File: src/rtl/rvv_pkg.sv
`default_nettype none
// ------------------------------------------------------------------------
// rvv_pkg: vector element-width encoding shared across the vector unit.
// Rev 1.0
// ------------------------------------------------------------------------
package rvv_pkg;

    typedef enum logic [1:0] {
        EW_8  = 2'd0,
        EW_16 = 2'd1,
        EW_32 = 2'd2,
        EW_64 = 2'd3
    } vew_e;

endpackage : rvv_pkg
`default_nettype wire

File: src/rtl/spatz_pkg.sv
`default_nettype none
// ------------------------------------------------------------------------
// spatz_pkg: lane operation codes and lane-sequencer state encoding.
// Rev 1.0
// ------------------------------------------------------------------------
package spatz_pkg;

    typedef enum logic [3:0] {
        VADD    = 4'd0,
        VSUB    = 4'd1,
        VADC    = 4'd2,
        VAND    = 4'd3,
        VOR     = 4'd4,
        VXOR    = 4'd5,
        VMUL    = 4'd6,
        VMULH   = 4'd7,
        VMULHU  = 4'd8
    } op_e;

    typedef enum logic [1:0] {
        IDLE  = 2'd0,
        RUN   = 2'd1,
        DRAIN = 2'd2
    } seq_state_e;

endpackage : spatz_pkg
`default_nettype wire

File: src/rtl/spatz_seq_outreg.sv
`default_nettype none
// ------------------------------------------------------------------------
// spatz_seq_outreg: result register (data, last, valid) holding under stall.
// Rev 1.0
// ------------------------------------------------------------------------
module spatz_seq_outreg #(
    parameter int unsigned Width = 32
) (
    input  logic             clk_i,
    input  logic             rst_ni,
    input  logic             load_i,
    input  logic [Width-1:0] data_i,
    input  logic             last_i,
    input  logic             ready_i,
    output logic             valid_o,
    output logic [Width-1:0] data_o,
    output logic             last_o
);

    logic             valid_q, valid_d;
    logic [Width-1:0] data_q, data_d;
    logic             last_q, last_d;

    // Loading wins over draining so a new element can replace a consumed one.
    always_comb begin
        valid_d = valid_q;
        data_d  = data_q;
        last_d  = last_q;
        if (load_i) begin
            valid_d = 1'b1;
            data_d  = data_i;
            last_d  = last_i;
        end else if (ready_i) begin
            valid_d = 1'b0;
        end
    end

    always_ff @(posedge clk_i or negedge rst_ni) begin
        if (!rst_ni) begin
            valid_q <= 1'b0;
            data_q  <= '0;
            last_q  <= 1'b0;
        end else begin
            valid_q <= valid_d;
            data_q  <= data_d;
            last_q  <= last_d;
        end
    end

    assign valid_o = valid_q;
    assign data_o  = data_q;
    assign last_o  = last_q;

endmodule : spatz_seq_outreg
`default_nettype wire

File: src/rtl/spatz_lane_sequencer.sv
`default_nettype none
// ------------------------------------------------------------------------
// spatz_lane_sequencer: feeds an operand stream through the SIMD lane and
// registers the results. SPATZ_SEQ_PERF_EN enables the stall counter.
// Rev 1.0
// ------------------------------------------------------------------------
module spatz_lane_sequencer
    import spatz_pkg::*;
    import rvv_pkg::*;
#(
    parameter  int unsigned Width = 32,
    parameter  int unsigned MaxVl = 256,
    localparam int unsigned VlW   = $clog2(MaxVl + 1)
) (
    input  logic             clk_i,
    input  logic             rst_ni,
    input  logic             req_valid_i,
    output logic             req_ready_o,
    input  op_e              req_op_i,
    input  logic [VlW-1:0]   req_vl_i,
    input  vew_e             req_sew_i,
    input  logic             req_signed_i,
    input  logic             opd_valid_i,
    output logic             opd_ready_o,
    input  logic [Width-1:0] opd_s1_i,
    input  logic [Width-1:0] opd_s2_i,
    input  logic [Width-1:0] opd_d_i,
    input  logic             opd_carry_i,
    output op_e              lane_op_o,
    output logic [Width-1:0] lane_s1_o,
    output logic [Width-1:0] lane_s2_o,
    output logic [Width-1:0] lane_d_o,
    output logic             lane_signed_o,
    output logic             lane_carry_o,
    output vew_e             lane_sew_o,
    input  logic [Width-1:0] lane_result_i,
    output logic             res_valid_o,
    input  logic             res_ready_i,
    output logic [Width-1:0] res_data_o,
    output logic             res_last_o,
    output logic             done_o,
    output logic [31:0]      perf_stall_o
);

    seq_state_e     state_q, state_d;
    logic [VlW-1:0] cnt_q, cnt_d;
    op_e            op_q, op_d;
    vew_e           sew_q, sew_d;
    logic           signed_q, signed_d;
    logic           done_q, done_d;

    logic req_hs, opd_hs, res_hs;

    assign req_ready_o = (state_q == IDLE);
    assign opd_ready_o = (state_q == RUN) && (!res_valid_o || res_ready_i);
    assign req_hs      = req_valid_i && req_ready_o;
    assign opd_hs      = opd_valid_i && opd_ready_o;
    assign res_hs      = res_valid_o && res_ready_i;

    always_comb begin
        state_d  = state_q;
        cnt_d    = cnt_q;
        op_d     = op_q;
        sew_d    = sew_q;
        signed_d = signed_q;
        done_d   = 1'b0;
        case (state_q)
            IDLE: begin
                if (req_hs) begin
                    op_d     = req_op_i;
                    sew_d    = req_sew_i;
                    signed_d = req_signed_i;
                    cnt_d    = req_vl_i;
                    if (req_vl_i == '0) begin
                        done_d = 1'b1;
                    end else begin
                        state_d = RUN;
                    end
                end
            end
            RUN: begin
                if (opd_hs) begin
                    cnt_d = cnt_q - 1'b1;
                    if (cnt_q == VlW'(1)) begin
                        state_d = DRAIN;
                    end
                end
            end
            DRAIN: begin
                // Only the final element can be pending here; its handshake ends the request.
                if (res_hs && res_last_o) begin
                    state_d = IDLE;
                    done_d  = 1'b1;
                end
            end
            default: state_d = IDLE;
        endcase
    end

    always_ff @(posedge clk_i or negedge rst_ni) begin
        if (!rst_ni) begin
            state_q  <= IDLE;
            cnt_q    <= '0;
            op_q     <= VADD;
            sew_q    <= EW_8;
            signed_q <= 1'b0;
            done_q   <= 1'b0;
        end else begin
            state_q  <= state_d;
            cnt_q    <= cnt_d;
            op_q     <= op_d;
            sew_q    <= sew_d;
            signed_q <= signed_d;
            done_q   <= done_d;
        end
    end

    assign done_o        = done_q;
    assign lane_op_o     = op_q;
    assign lane_sew_o    = sew_q;
    assign lane_signed_o = signed_q;
    assign lane_s1_o     = opd_s1_i;
    assign lane_s2_o     = opd_s2_i;
    assign lane_d_o      = opd_d_i;
    assign lane_carry_o  = opd_carry_i;

    spatz_seq_outreg #(
        .Width (Width)
    ) u_outreg (
        .clk_i   (clk_i),
        .rst_ni  (rst_ni),
        .load_i  (opd_hs),
        .data_i  (lane_result_i),
        .last_i  (cnt_q == VlW'(1)),
        .ready_i (res_ready_i),
        .valid_o (res_valid_o),
        .data_o  (res_data_o),
        .last_o  (res_last_o)
    );

`ifdef SPATZ_SEQ_PERF_EN
    logic [31:0] perf_q, perf_d;

    always_comb begin
        perf_d = perf_q;
        if ((state_q == RUN) && opd_valid_i && !opd_ready_o && (perf_q != 32'hFFFF_FFFF)) begin
            perf_d = perf_q + 32'd1;
        end
    end

    always_ff @(posedge clk_i or negedge rst_ni) begin
        if (!rst_ni) begin
            perf_q <= '0;
        end else begin
            perf_q <= perf_d;
        end
    end

    assign perf_stall_o = perf_q;
`else
    assign perf_stall_o = '0;
`endif

    vl_in_range: assert property (@(posedge clk_i) disable iff (!rst_ni)
        req_hs |-> (req_vl_i <= VlW'(MaxVl)));

endmodule : spatz_lane_sequencer
`default_nettype wire

File: config.mk
export PLATFORM = sky130hd
export DESIGN_NAME = spatz_lane_sequencer
export DESIGN_NICKNAME = d
export VERILOG_FILES = /design/src/rtl/rvv_pkg.sv /design/src/rtl/spatz_pkg.sv /design/src/rtl/spatz_seq_outreg.sv /design/src/rtl/spatz_lane_sequencer.sv
export SDC_FILE = /design/constraint.sdc
export NUM_CORES = 1
export LEC_CHECK = 0
export CAP_MARGIN = 40
export CORE_AREA = 2 2 125 127
export CTS_BUF_LIST = sky130_fd_sc_hd__clkbuf_4 sky130_fd_sc_hd__clkbuf_8 sky130_fd_sc_hd__clkbuf_16
export CTS_CLUSTER_SIZE = 14
export DETAILED_ROUTE_END_ITERATION = 7
export DIE_AREA = 0 0 127 129
export HOLD_SLACK_MARGIN = 0.15
export PLACE_DENSITY_LB_ADDON = 0.12
export RECOVER_POWER = 25
export SYNTH_ARGS = -nofsm -noshare
export SYNTH_HDL_FRONTEND = slang
export SYNTH_SLANG_ARGS = --single-unit
File: constraint.sdc
create_clock -name clk_i -period 1.6 [get_ports clk_i]
set_input_delay 0.32 -clock clk_i [delete_from_list [all_inputs] [get_ports clk_i]]
set_output_delay 0.32 -clock clk_i [all_outputs]
set_load 0.05 [all_outputs]
; After elaboration in Yosys (flattened, before gate mapping)
; Cells that the tools add are included.
[word_totals]
reg_bits = 53
inputBits = 150
output_inout_bits = 173
elab_cells = 47
[op_classes]
n_addsub = 1
n_eq_ne = 8
mux = 15
reduce_logical = 14
[op_table]
columns = op, n
row1 = 9-bit two-way mux, 2
row2 = 9-bit one-hot mux with 2 select lines, 1
row3 = 2-bit two-way mux, 5
row4 = "9-bit by 1-bit == test with 1-bit output, second input constant", 1
row5 = 9-bit zero test, 1
row6 = "9-bit by 1-bit subtractor with 9-bit output, second input constant", 1
row7 = "2-bit != test, second input constant", 3
row8 = 2-bit one-hot mux with 3 select lines, 1
row9 = 1-bit logical AND, 5
row10 = 1-bit two-way mux, 5
row11 = 5-bit AND reduction, 1
row12 = "2-bit by 1-bit != test with 1-bit output, second input constant", 2
row13 = 2-bit nonzero test, 2
row14 = 3-bit AND reduction, 1
row15 = "2-bit by 1-bit == test with 1-bit output, second input constant", 1
row16 = "2-bit == test, second input constant", 1
row17 = 2-bit zero test, 1
row18 = 1-bit one-hot mux with 2 select lines, 1
row19 = 2-bit AND reduction, 1
row20 = 1-bit zero test, 1
row21 = 1-bit logical OR, 1

; Longest topological paths before layout
; Gate-level depths: netlist of the first run.
[logic_depth]
ltp_word = 6
mapped_depth = 7
mapped_depth_nobuf = 5

; By module
; From an unflattened synthesis of the first run, not the netlist that was laid out.
[hier_totals]
cells_unflattened = 316
area_unflattened_um2 = 3470.8
[by_module_without_submodules]
columns = mod, instances, cells_each, area_each_um2, seq_area_each_um2
row1 = spatz_lane_sequencer, 1, 243, 2057.0, 475.5
row2 = spatz_seq_outreg, 1, 73, 1413.9, 850.8

; Least setup slack after synthesis of the first run
; Ideal clock, no wire load.
[synth_timing]
kind = register to register
startpoint = reg state_q[1]
endpoint = reg op_q[0], in the netlist lane_op_o[0]
setup_ps = 125
t_arrival_ps = 1880
required_time_ps = 1475
slack_ps = -405
path_stages_with_launch = 6
path_buffers = 2
synth_period_minus_slack_ps = 2005
cell_sequence = dfrtp_1 -> buf_2 -> nor2_1 -> and2_1 -> buf_2 -> mux2_2
[synth_between]
elab_chain_cells = 3
[synth_lines]
columns = item, line
row1 = "start, declared", spatz_lane_sequencer.sv:45  ; seq_state_e state_q, state_d;
row2 = "start signal, assigned", spatz_lane_sequencer.sv:109  ; state_q <= state_d;
row3 = 2-bit zero test (*), spatz_lane_sequencer.sv:54  ; assign req_ready_o = (state_q == IDLE);
row4 = net req_ready_o, spatz_lane_sequencer.sv:18  ; output logic req_ready_o,
row5 = 1-bit logical AND, spatz_lane_sequencer.sv:56  ; assign req_hs = req_valid_i && req_ready_o;
row6 = 2-bit AND reduction (no source line) (*), -
row7 = "end signal, assigned", spatz_lane_sequencer.sv:111  ; op_q <= op_d;
row8 = "end, declared", spatz_lane_sequencer.sv:47  ; op_e op_q, op_d;
; The timed path passes the listed nets; every way through them passes the cells marked *.
; A chain may end at the register's enable or synchronous reset.

; Worst setup path in the final report of the first run
[layout_timing]
startpoint = in req_vl_i[3]
endpoint = reg done_q, in the netlist done_o
[layout_between]
elab_chain_cells = 4
[layout_lines]
columns = item, line
row1 = "start, declared", spatz_lane_sequencer.sv:20  ; input logic [VlW-1:0] req_vl_i,
row2 = 9-bit zero test, spatz_lane_sequencer.sv:74  ; if (req_vl_i == '0) begin
row3 = 1-bit two-way mux, spatz_lane_sequencer.sv:74
row4 = 1-bit two-way mux, spatz_lane_sequencer.sv:69  ; if (req_hs) begin
row5 = 1-bit one-hot mux with 2 select lines, spatz_lane_sequencer.sv:67  ; case (state_q)
row6 = net done_d, spatz_lane_sequencer.sv:50  ; logic done_q, done_d;
row7 = "end signal, assigned", spatz_lane_sequencer.sv:114  ; done_q <= done_d;
row8 = "end, declared", spatz_lane_sequencer.sv:50
; The timed path passes the listed nets, and every way through them passes these cells.

==> key figures, run 1 <==
Run status
  – Status: finished clean

Power
  – Static leakage: between 1.5 and 2 nW
  – Maximum VDD drop: a little over 0.0009 V
  – Final total power: 8.29 mW
  – Power Density: 1970 mW/mm^2

STA
  – Final worst slack: roughly 0.053 ns
  – Final setup viols: 0
  – Fin crit share: around 97%
  – WHS: 0.379 ns
  – RSZ-0062 raised after global routing: no
  – Max Slew Vio Count: 0
  – Fmax: about 650 MHz
  – Min cycle time layout: between 1.5 and 2 ns
  – Skew final: slightly below 0.005 ns
  – Setup_tns: 0 ns
  – Final hold viol count: 0

Layout
  – Area Growth Syn to Fin: 23.2%
  – Final Net Count: 496
  – Non-filler cells, final: ~530
  – Commonest non-fill, non-tap cell in the layout: buf_4
  – Final instance area: roughly 0.0042 sq mm
  – Post-layout util: about 28%
  – Share of cells above drive strength 1: between 40% and 50%
  – Antenna diode count: 0
  – Commonest cells after routing, fill and taps aside: buf_4 (68), dfrtp_1 (52), clkdlybuf4s50_1 (50)

Floorplanning
  – # IOs: around 320
  – Core Region: 0.0150 sq mm
  – Initial Util: 22.8%
  – Die Span X: approximately 130 microns
  – Row cnt: 45
  – Die Y: between 100 and 150 microns
  – Die ar.: roughly 0.016 sq mm

Critical path
  – Worst EP required: 1.83 ns
  – Cell family with most CP delay: simple AND/OR/NAND/NOR gates
  – Type of origin of the critical path: input pin
  – WP buf/inv: 1
  – Reg2Reg Depth: 5
  – Max incr delay on CP: ~0.44 ns
  – Slowest-stage cell, CP: clkdlybuf4s50_1
  – Crit. End Element: flip-flop
  – Crit-path max FO: 2
  – Worst path cell trace: clkdlybuf4s50_1 -> nor4_2 -> nand3_1 -> or3b_4 -> a21oi_2
  – Critical path type: in2reg
  – WP data arrival: 1.78 ns
  – Crit. path cell count: 5

Route
  – Via count: about 2,100
  – DRC: 0
  – Routed WL: 8190 microns
  – Post-DR wirelength/cell: 15.4 microns
  – Routed Antenna Nets: 0
  – First-pass detailed-route iteration total: 4
  – Initial DRC count: between 70 and 80
  – Post-DR vias/cell: ~4

CTS
  – Clock root buffer: clkbuf_16
  – CTS sink count: between 50 and 60
  – Number of buffers created by CTS: 5
  – Clk slew on worst S/H paths: ~0.070 ns
  – Clk buf depth: 2
  – CTS H-tree depth: 2
  – TritonCTS clock tree: yes
  – Clock Latency Late Sink: around 0.30 ns

Global routing
  – Vias in the first global route: 2,239
  – Initial antenna violation count: 0
  – First-pass GRT wire length: ~12,000 microns
  – Total GRT Usage: approximately a tenth
  – Largest net degree at the start of global routing: 23
  – Grt total ovfl: 0

Synthesis
  – Largest family of logic cells by synthesized area: buffers and inverters
  – Simple-gate share of the synthesized area: under 10%
  – Syn Area/Cell: ~11 sq um
  – Synth Area in XOR/XNOR: 0%
  – Post-synthesis mux area share: 16.0%
  – Mapped Cells: roughly 310
  – Yosys warns: 0
  – Post-synthesis adder-cell area fraction: less than 1%
  – Post-synth design cell area: approximately 0.0034 sq mm
  – Post-synthesis sequential area ratio: 38.9%
  – FF+latch count, synth: between 50 and 60
  – Synth Area in Compound Gates: under 10%
  – Cell variety after synth: 38

Hold path
  – Hold Path Class: in2reg
  – Worst Hold Depth: 3

Placement
  – Placer congestion estimate: about 0.76
  – Place WS: -0.355 ns
  – Placed cell count: around 520
  – I/O Buffers: 96
  – DPL Wire Length: 6260 microns
  – DP Area: 0.00398 sq mm

Run
  – Max_cap viols: 0
where the power goes:
part           switching [mW]  internal, mW  leakage [nW]  total (mW)
Combinational            2.78          1.96          1.22        4.73
Clock                   0.509         0.760        0.0845        1.27
Sequential              0.406          1.88         0.625        2.28
flip-flops by register name (all words and copies together) (netlist names):
register	flops
u_outreg.data_o	32
u_outreg.valid_o	1
state_q	2
lane_sew_o	2
lane_signed_o	1
done_o	1
u_outreg.last_o	1
lane_op_o	4
cnt_q	9
cell usage after synthesis (all sizes together):
cell type	count	area [sq um]
o22a	1	8.76
a22oi	2	15.0
a21oi	5	25.0
o31ai	4	30.0
nand3b	1	7.51
or2	1	6.26
and2	2	12.5
nand2b	2	15.0
o22ai	1	6.26
a31oi	3	18.8
nor3	8	40.0
ha	2	25.0
a211oi	1	7.51
or3b	1	8.76
mux2	39	544
dfrtp	53	1330
buf	138	1030
nor2	11	41.3
nor3b	1	7.51
a32oi	2	17.5
a22o	1	8.76
o21ai	7	35.0
nor2b	3	18.8
nand3	5	37.5
inv	2	7.51
nand4	2	12.5
conb	1	3.75
clkbuf	2	7.51
a2bb2oi	2	17.5
nor4	3	33.8
a211o	1	8.76
nand2	6	22.5
worst min-delay path, cell delays in order:
cell and delay (ns):
dlymetal6s2s_1 0.10, nand2b_4 0.16, nand2_1 0.06
metal layers:
| layer | part of all wire [%] | wire length, microns | track usage [%] | vias to the layer above |
|---|---|---|---|---|
| met5 | 0 | 0 | 0 | - |
| met4 | 5.4 | 442 | 7.30 | 0 |
| met3 | 11 | 941 | 4.78 | 43 |
| met2 | 46 | 3740 | 14.9 | 107 |
| met1 | 37 | 3070 | 10.9 | 982 |
| li1 | - | - | - | 950 |
final timing paths:
kind                              startpoint                  end  slack [ns]
worst max-delay path             req_vl_i[3]               done_o        0.05
worst min-delay path             res_ready_i     u_outreg.valid_o        0.38
worst max register to register    state_q[1]        lane_signed_o        0.07
worst min register to register  lane_op_o[1]         lane_op_o[1]        0.51
max in group asynchronous             rst_ni        lane_signed_o        0.52
min in group asynchronous             rst_ni  u_outreg.data_o[23]        0.49
area by class of cell:
class                   instances  area (sq um)
fillers                      1581         10800
flip-flops and latches         53          1330
repair buffers                133          1270
multi-input cells             149          1190
well taps                     188           235
clock buffers                   6           133
clock inverters                 2          38.8
inverters                       2          7.51
cells by family (layout without fill, tap and decap cells):
family          after synthesis  count (layout)
buf+inv                     142             143
flops                        53              53
simple gates                 46              46
mux                          39              39
compound gates               30              30
fa+ha+maj                     2               2
other cells                   1              32
repair_timing:
action                                  in CTS  in global routing
gates resized for setup                      5                  6
hold buffers                                 1                  0
pin swaps                                    1                  3
buffers inserted                             0                  1
hold endpoints to repair                    39                  0
endpoints found under the setup margin       2                  6
Power figures use the tool's default switching activity.
==> inputs of run 2 (changes only) <==
Settings changed: CELL_PAD_IN_SITES_DETAIL_PLACEMENT from default to 0, CELL_PAD_IN_SITES_GLOBAL_PLACEMENT from default to 1, CORE_AREA 2 2 125 127 to default, CORE_MARGIN from default to 2, CORE_UTILIZATION from default to 21, DIE_AREA 0 0 127 129 to default.
==> run 2 against run 1 <==
Cell count is 6.6% higher. Flip-flop and latch count unchanged. Combinational power rose by 4.7%. Highest routed layer unchanged. Die area grew 5.5%. Clock skew is essentially flat. Clock-buffer cell count is 1 lower. Utilization down 0.78 points. Non-clock buffer count rose by 8. Via count rose by 2.5%. Global-route usage fell by 0.28 points. Critical path depth decreased by 1. Power increased by 1.8%.
==> key figures, run 2 (synthesis gave the netlist of run 1 again) <==
Run status
  – Status: finished clean

Floorplanning
  – Die ar.: ~0.017 sq mm
  – Core Region: 0.0159 sq mm
  – # IOs: around 320
  – Initial Util: 21.5%
  – Row cnt: 46
  – Die Y: between 100 and 150 microns
  – Die Span X: ~130 microns

Hold path
  – Hold Path Class: in2reg

STA
  – WHS: 0.427 ns
  – Fin crit share: 97.8%
  – Final setup viols: 0
  – Min cycle time layout: approximately 1.6 ns
  – RSZ-0062 raised after global routing: yes
  – Fmax: roughly 640 MHz
  – Skew final: around 0.0044 ns
  – Final hold viol count: 0
  – Final worst slack: ~0.035 ns
  – Slew HR: between 60% and 70%
  – Worst Tran Pin Value: between 0.5 and 0.6 ns
  – Max Slew Vio Count: 0

Route
  – Highest routed layer: met4
  – Routed wl met3: roughly 1100 microns
  – Initial DRC count: 39
  – DRC: 0
  – Routed WL: 8330 microns
  – Routed Antenna Nets: 0
  – Post-DR vias/cell: ~3.8
  – Post-Route M1 WL: about 3500 microns
  – Post-DR wirelength/cell: about 15 microns
  – Via count: about 2,100
  – DR WL met2: ~3500 microns
  – First-pass detailed-route iteration total: 4

Layout
  – Area Growth Syn to Fin: 27.1%
  – Non-filler cells, final: ~570
  – Fill cells: 1,722
  – Commonest non-fill, non-tap cell in the layout: buf_4
  – Commonest cells after routing, fill and taps aside: buf_4 (71), dfrtp_1 (51), clkdlybuf4s50_1 (47)
  – Share of cells above drive strength 1: around 43%
  – Max FFs per register: 32
  – Area of the multi-input gates: ~0.0012 sq mm
  – Final Net Count: approximately 500
  – Antenna diode count: 0
  – Register Area: 0.00133 sq mm

Critical path
  – Slowest-stage cell, CP: dfrtp_2
  – Max incr delay on CP: about 0.43 ns
  – Crit. End Element: primary output
  – WP buf/inv: 2
  – Crit-path max FO: 3
  – Worst path cell trace: nor2b_4 -> buf_6 -> and2_4 -> buf_12
  – Worst EP required: about 1.3 ns
  – WP data arrival: between 1 and 1.5 ns
  – Critical path type: reg2out
  – Type of origin of the critical path: flip-flop
  – Cell family with most CP delay: flip-flops

Placement
  – I/O Buffers: 96
  – Placer congestion estimate: approximately 0.68
  – Place WS: -0.506 ns
  – DPL Wire Length: between 6000 and 7000 microns
  – Placed cell count: 547

Global routing
  – Largest net degree at the start of global routing: 20
  – Total GRT Usage: between 9 and 10%
  – Initial antenna violation count: 0
  – Grt total ovfl: 0
  – First-pass GRT wire length: 13,000 microns
  – Vias in the first global route: 2,313

CTS
  – CTS H-tree depth: 2
  – Clock Latency Late Sink: about 0.30 ns
  – CTS sink count: 53
  – TritonCTS clock tree: yes
  – Clock root buffer: clkbuf_16
  – Clk buf depth: 2
  – Clk slew on worst S/H paths: approximately 0.070 ns
  – Number of buffers created by CTS: 5

Power
  – Static leakage: roughly 2 nW
  – Final total power: 8.44 mW
  – Power Density: around 1900 mW/mm^2
  – Maximum VDD drop: 0.000785 V

Run
  – Max_cap viols: 0
==> run 2: changes by cell type in the layout (fill, tap and decap cells not counted), moves of 2 or more <==
| cell | delta |
|---|---|
| clkdlybuf4s50_1 | -3 |
| buf_4 | +3 |
| buf_6 | +5 |
| dlygate4sd2_1 | +3 |
| nor3_1 | -2 |
| o21ai_1 | +2 |
| o21ai_0 | -2 |
==> run 2: final timing paths <==
path / from / to / slack (ns) / depth (start not counted)
hold reg to reg: lane_op_o[3] / lane_op_o[3] / 0.51 / 1
min in group asynchronous: rst_ni / u_outreg.data_o[20] / 0.53 / 2
hold / removal: req_vl_i[3] / cnt_q[3] / 0.43 / 3
setup / recovery: state_q[1] / opd_ready_o / 0.04 / 4
max in group asynchronous: rst_ni / state_q[1] / 0.57 / 3
setup reg to reg: state_q[0] / u_outreg.data_o[9] / 0.07 / 6
==> run 2: worst min-delay path: cells and delay by family <==
family / cells / cell delay (ns)
buffers and inverters: 1 / 0.14
AOI/OAI and AO/OA: 2 / 0.23
==> run 2: timing repair <==
action / CTS / global route
hold endpoints to repair: 16 / 0
cloned: 0 / 1
setup buffers: 5 / 8
endpoints found under the setup margin: 3 / 20
pin swaps: 3 / 4
hold buffers: 1 / 0
gates resized for setup: 15 / 15
==> run 2: report_power, final <==
part / total [mW] / internal, mW / leakage [nW] / switching [mW]
registers: 2.24 / 1.88 / 0.623 / 0.360
logic: 4.95 / 2.06 / 1.28 / 2.88
clock network: 1.26 / 0.729 / 0.0797 / 0.529
total: 8.44 / 4.67 / 1.98 / 3.77
==> run 2: through the flow <==
step                      instance area [sq um]  setup TNS (ns)  utilization (%)
after global routing                       4340         -0.0510             27.3
after CTS                                  4240         -0.0403             26.7
final                                      4340               0             27.3
after global placement                     3980           -9.37             25.1
after detailed placement                   3980          -10.13             25.1
after floorplan                            3540               0                -
==> run 2: metal layers <==
metal | vias up | GRT usage, %
met5 | - | 0
met4 | 0 | 4.59
met3 | 34 | 6.06
met2 | 125 | 13.8
met1 | 1004 | 11.2
li1 | 971 | -
==> run 2: cell type report <==
class | count | share of cell area [%]
clock buffer | 5 | 2.89
clock inverter | 2 | 0.808
inverter | 2 | 0.173
multi-input combinational | 149 | 28.2
sequential | 53 | 30.6
tap | 216 | 6.23
timing repair buffer | 141 | 31.0
==> inputs of run 3 (changes only) <==
Settings changed: CAP_MARGIN 40 to 20.
==> results of run 3 <==
Final layout, timing and power as in run 2 (identical DEF).
